<file path="src/rtl/gearbox_param.sv">
// Width-converting gearbox: IN_UNITS-unit writes in, OUT_UNITS-unit reads out, via a DEPTH-unit circular buffer.
// Latency: one edge from shift_out to data_out/valid_out; two edges from a write to the earliest output carrying it.
// Backpressure: full (combinational from registered level) blocks writes; a write while full is dropped and sets overflow_err.
module gearbox_param #(
    parameter int UNIT_W    = 4,
    parameter int IN_UNITS  = 4,
    parameter int OUT_UNITS = 5,
    parameter int DEPTH     = 32
) (
    input  logic                          clk,
    input  logic                          res,
    input  logic                          shift_in,
    input  logic [IN_UNITS*UNIT_W-1:0]    data_in,
    output logic                          full,
    input  logic                          shift_out,
    input  logic                          flush,
    output logic [OUT_UNITS*UNIT_W-1:0]   data_out,
    output logic                          valid_out,
    output logic [$clog2(DEPTH):0]        level,
    output logic                          overflow_err
);

    localparam int PW = $clog2(DEPTH);
    localparam int LW = PW + 1;

    // Constants pre-sized to the level width so every compare/add is width-exact.
    localparam logic [LW-1:0] IN_L    = LW'(IN_UNITS);
    localparam logic [LW-1:0] OUT_L   = LW'(OUT_UNITS);
    localparam logic [LW-1:0] FULL_TH = LW'(DEPTH - IN_UNITS);

    // Unit storage; contents are don't-care after reset, so no reset on the array.
    logic [UNIT_W-1:0] mem [DEPTH];

    logic [PW-1:0]                 wr_ptr;
    logic [PW-1:0]                 rd_ptr;
    logic                          wr_acc;
    logic                          rd_norm;
    logic                          rd_flush;
    logic [LW-1:0]                 units_rd;
    logic [OUT_UNITS*UNIT_W-1:0]   rd_word;

    // A write is only accepted if a whole input word fits, judged on the registered level.
    assign full = (level > FULL_TH);

    // Read/write decisions all use start-of-cycle level, so same-cycle writes are never read.
    always_comb begin
        wr_acc   = shift_in && !full;
        rd_norm  = shift_out && (level >= OUT_L);
        rd_flush = shift_out && flush && (level != '0) && (level < OUT_L);
        units_rd = '0;
        if (rd_norm) begin
            units_rd = OUT_L;
        end else if (rd_flush) begin
            units_rd = level;
        end
    end

    // Gather the next output word; on a flush the units beyond the current level read as zero.
    always_comb begin
        rd_word = '0;
        for (int k = 0; k < OUT_UNITS; k++) begin
            if (rd_norm || (LW'(k) < level)) begin
                rd_word[k*UNIT_W +: UNIT_W] = mem[rd_ptr + PW'(k)];
            end
        end
    end

    // Scatter an accepted input word into consecutive buffer slots starting at wr_ptr.
    always_ff @(posedge clk) begin
        if (!res && wr_acc) begin
            for (int k = 0; k < IN_UNITS; k++) begin
                mem[wr_ptr + PW'(k)] <= data_in[k*UNIT_W +: UNIT_W];
            end
        end
    end

    // Pointers, occupancy, registered outputs and the sticky overflow flag.
    always_ff @(posedge clk) begin
        if (res) begin
            wr_ptr       <= '0;
            rd_ptr       <= '0;
            level        <= '0;
            data_out     <= '0;
            valid_out    <= 1'b0;
            overflow_err <= 1'b0;
        end else begin
            if (wr_acc) begin
                wr_ptr <= wr_ptr + PW'(IN_UNITS);
            end
            if (rd_norm || rd_flush) begin
                rd_ptr   <= rd_ptr + units_rd[PW-1:0];
                data_out <= rd_word;
            end
            valid_out <= rd_norm || rd_flush;
            level     <= level + (wr_acc ? IN_L : '0) - units_rd;
            if (shift_in && full) begin
                overflow_err <= 1'b1;
            end
        end
    end

endmodule

</file>
<file path="config.mk">
export PLATFORM = sky130hd
export DESIGN_NAME = gearbox_param
export DESIGN_NICKNAME = d
export VERILOG_FILES = /design/src/rtl/gearbox_param.sv
export SDC_FILE = /design/constraint.sdc
export NUM_CORES = 1
export LEC_CHECK = 0
export CORE_MARGIN = 2
export CORE_UTILIZATION = 55
export CTS_BUF_LIST = sky130_fd_sc_hd__clkbuf_8
export DETAILED_ROUTE_END_ITERATION = 6
export PLACE_DENSITY = 0.87
export RECOVER_POWER = 100
export SYNTH_ARGS = -nofsm -noshare
export SYNTH_HDL_FRONTEND = slang
export SYNTH_SLANG_ARGS = --single-unit
</file>
<file path="constraint.sdc">
create_clock -name clk -period 3.3 [get_ports clk]
set_input_delay 0.66 -clock clk [delete_from_list [all_inputs] [get_ports clk]]
set_output_delay 0.66 -clock clk [all_outputs]
set_load 0.01 [all_outputs]
</file>
==> metrics <==
register area share after synthesis ~45%; die height roughly 140 um; Achievable Freq 320 MHz; portion of netlist area occupied by mux cells approximately a third; critical path startpoint category register; launch point of the worst hold path data_out[19]; compound-cell area share of the yosys netlist under 10%; cell types occupying the most area after synthesis edfxtp_1 (38%), mux4_2 (32%), dfxtp_1 (7.1%); cell area after layout roughly 11000 um^2; global-route total usage across every layer between 20% and 30%; R2R depth 9; max capacitance violation total 0; reg-to-reg slack, setup between 0.15 and 0.2 ns; library cells used by synthesis between 40 and 50; diodes inserted 0; number of top-level pins 50; pin count of the biggest net entering global routing between 90 and 100; Worst R2R End data_out[13]; drt wl/cell between 20 and 30 um; CTS Hold Buffers Added 0; worst hold path class reg -> reg; number of post-CTS setup repair buffers 0; global-route congestion overflow total 0; routability congestion estimate from global placement between 0.9 and 1; half-perimeter wire length after detailed placement 18200 um; Routed Antenna Nets 0; site row count 49; worst-path fanout max 12; average instance area after synthesis about 16 um^2; Yosys warning total 0; Clock Pin Slew Worst Setup and Hold Paths around 0.1 ns; Switching Fraction a little under two fifths; minimum clock period after layout about 3.1 ns; die area 19600 um^2; switching pwr roughly 0.0033 W; run status complete, but fails checks; initial core utilization between 50% and 60%; number of DRC markers in iteration 0 about 1.1k; Pwr Density between 700 and 800 nW/um^2; fraction of the mapped netlist area in adder cells about 2.8%; number of global-route vias before repair approximately 6.9k; final critical-path share of the clock period between 90% and 100%; largest family of logic cells by synthesized area multiplexers; count of flip-flops with a built-in enable after synthesis between 100 and 150; clock network fraction of design power between 10% and 20%; Slew headroom 16.5%; Worst Setup End Kind register; parity-gate share of the synthesized area counting xor and xnor cells around 2.0%; critical path required time 3.66 ns; proportion of netlist area held by the largest area contributor 37.8%; Simple-Gate Fraction of Synth Area approximately 5.2%; clk root buf clkbuf_8; internal power contribution between 0.005 and 0.006 W; Syn Std Cell Area about 10000 um^2; gate count after technology mapping 644; wire length of the first global-routing pass between 40000 and 50000 um; launch point of the worst reg-to-reg path rd_ptr[1]; skew final approximately 0.016 ns; CTS resizes 0; share of flip-flops with an asynchronous set or reset after synthesis 0%; CORE AREA between 15000 and 20000 um^2; vias per cell between 7 and 8; Synth top cells by count mux4_2 (146), edfxtp_1 (128), dfxtp_1 (36); PortBufs between 40 and 50; leading cell type by number of instances after synthesis mux4_2; Max rail drop VDD around 0.39 mV; number of sinks handled by clock tree synthesis 164; RSZ-0062 raised after global routing false; Slew Limit Fails 0; Finish-stage setup viols 0; count of fill cells added during filler insertion about 1.2k; layout cell share with drive strength beyond 1 a little under 30%; count of cells along the worst hold path 2; Synth area leader edfxtp_1; Least-Margin Pin Slew around 1.3 ns; top_reg_cell synth edfxtp_1; Gate power share 51.3%; latest clock arrival within the worst-skew pair roughly 0.48 ns; tightest hold margin approximately 0.45 ns; clock tree from TritonCTS yes; antenna violations before repair 0; Layout Nets approximately 740; area overhead of the layout relative to synthesis 11.4%; Reg power frac between 20% and 30%; P_leak approximately 3.8 nW; worst-case clock buffer depth 2; wire length reported by the detailed router between 20000 and 30000 um; total number of H-tree levels 4; die width ~140 um; vias after detailed routing a little under 7k; number of synthesized register bits between 150 and 200; violated checks design-rule violations; CP Data Arrival Time 3.48 ns; hold violation count in the final report 0; Post-Place Cell Area 11000 um^2; Inserted Clock Buffers 17; terminating pin of the worst hold path data_out[19]; Total Negative Setup Slacks 0 ns; number of iterations in the first detailed-routing pass 7; critical path start-end classification reg -> reg; Remaining DRCs 7
per-stage QoR:
stage	instances	setup slack, ns	util, %	total power [W]
finish	943	0.178	62.7	0.00885
CTS	943	0.257	63.2	0.00891
floorplan	645	0.0786	-	0.00601
global placement	911	0.0767	60.7	0.00709
detailed placement	911	0.0237	60.7	0.00725
global route	943	0.0762	62.7	0.00924
logic make-up (layout without fill, tap and decap cells):
group	Yosys count	in the layout
simple gates	109	109
other cells	2	3
xor+xnor	20	20
compound gates	88	88
fa+ha+maj	21	21
mux	175	175
buf+inv	65	134
flops	164	164
layout by cell type, fill, tap and decap left out, types with 20 or more instances in the layout:
| master | Yosys | final |
|---|---|---|
| dlygate4sd3_1 | 0 | 46 |
| edfxtp_1 | 128 | 128 |
| buf_4 | 3 | 20 |
| nor2_1 | 21 | 21 |
| a211oi_1 | 23 | 23 |
| mux2i_1 | 29 | 29 |
| dfxtp_1 | 36 | 35 |
| mux4_2 | 146 | 146 |
| nand2_1 | 34 | 34 |
power by group through the flow:
| stage | combinational [W] | sequential, W | clock [W] |
|---|---|---|---|
| after global routing | 0.00480 | 0.00267 | 0.00176 |
| after CTS | 0.00458 | 0.00265 | 0.00168 |
| after detailed placement | 0.00456 | 0.00270 | 0 |
| after floorplan | 0.00334 | 0.00267 | 0 |
| final | 0.00454 | 0.00265 | 0.00167 |
| after global placement | 0.00441 | 0.00268 | 0 |
flip-flops by register name, indices dropped and copies added, names as in the netlist:
signal        count
valid_out         1
wr_ptr            3
rd_ptr            5
data_out         20
level             6
mem             128
overflow_err      1
worst max-delay path: stages, from the launching register on:
cell,delay [ns]
dfxtp_1,0.34
inv_1,0.24
ha_2,0.31
xnor2_2,0.77
buf_4,0.37
mux4_2,0.32
and3_1,0.19
a31oi_1,0.19
a41o_1,0.21
a21oi_1,0.05
layout make-up:
| type | count | area [um^2] | share of cell area [%] |
|---|---|---|---|
| Tap cell | 229 | 287 | 2.53 |
| Multi-Input combinational cell | 416 | 5230 | 46.1 |
| Sequential cell | 164 | 4570 | 40.3 |
| Timing Repair Buffer | 87 | 748 | 6.60 |
| Clock buffer | 17 | 234 | 2.06 |
| Inverter | 15 | 56.3 | 0.496 |
| Clock inverter | 15 | 218 | 1.92 |
how the worst max path moves through the flow:
stage | start | to | slack (ns) | cells after the start
2_1_floorplan | rd_ptr[1] | data_out[4] | 0.08 | 13
3_3_place_gp | flush | level[5] | 0.08 | 11
3_5_place_dp | flush | level[5] | 0.02 | 11
4_1_cts | rd_ptr[1] | data_out[15] | 0.26 | 8
5_1_grt | level[5] | level[5] | 0.08 | 10
6_report | rd_ptr[1] | data_out[13] | 0.18 | 9
per-layer routing:
metal	GRT usage [%]	wire [um]	vias up	share of wire [%]
met5	0	0	-	0
li1	-	-	2802	-
met1	36.7	9040	3457	35
met4	11.5	919	0	3.5
met3	7.35	3180	81	12
met2	44.3	12800	569	49
Power figures use the tool's default switching activity.
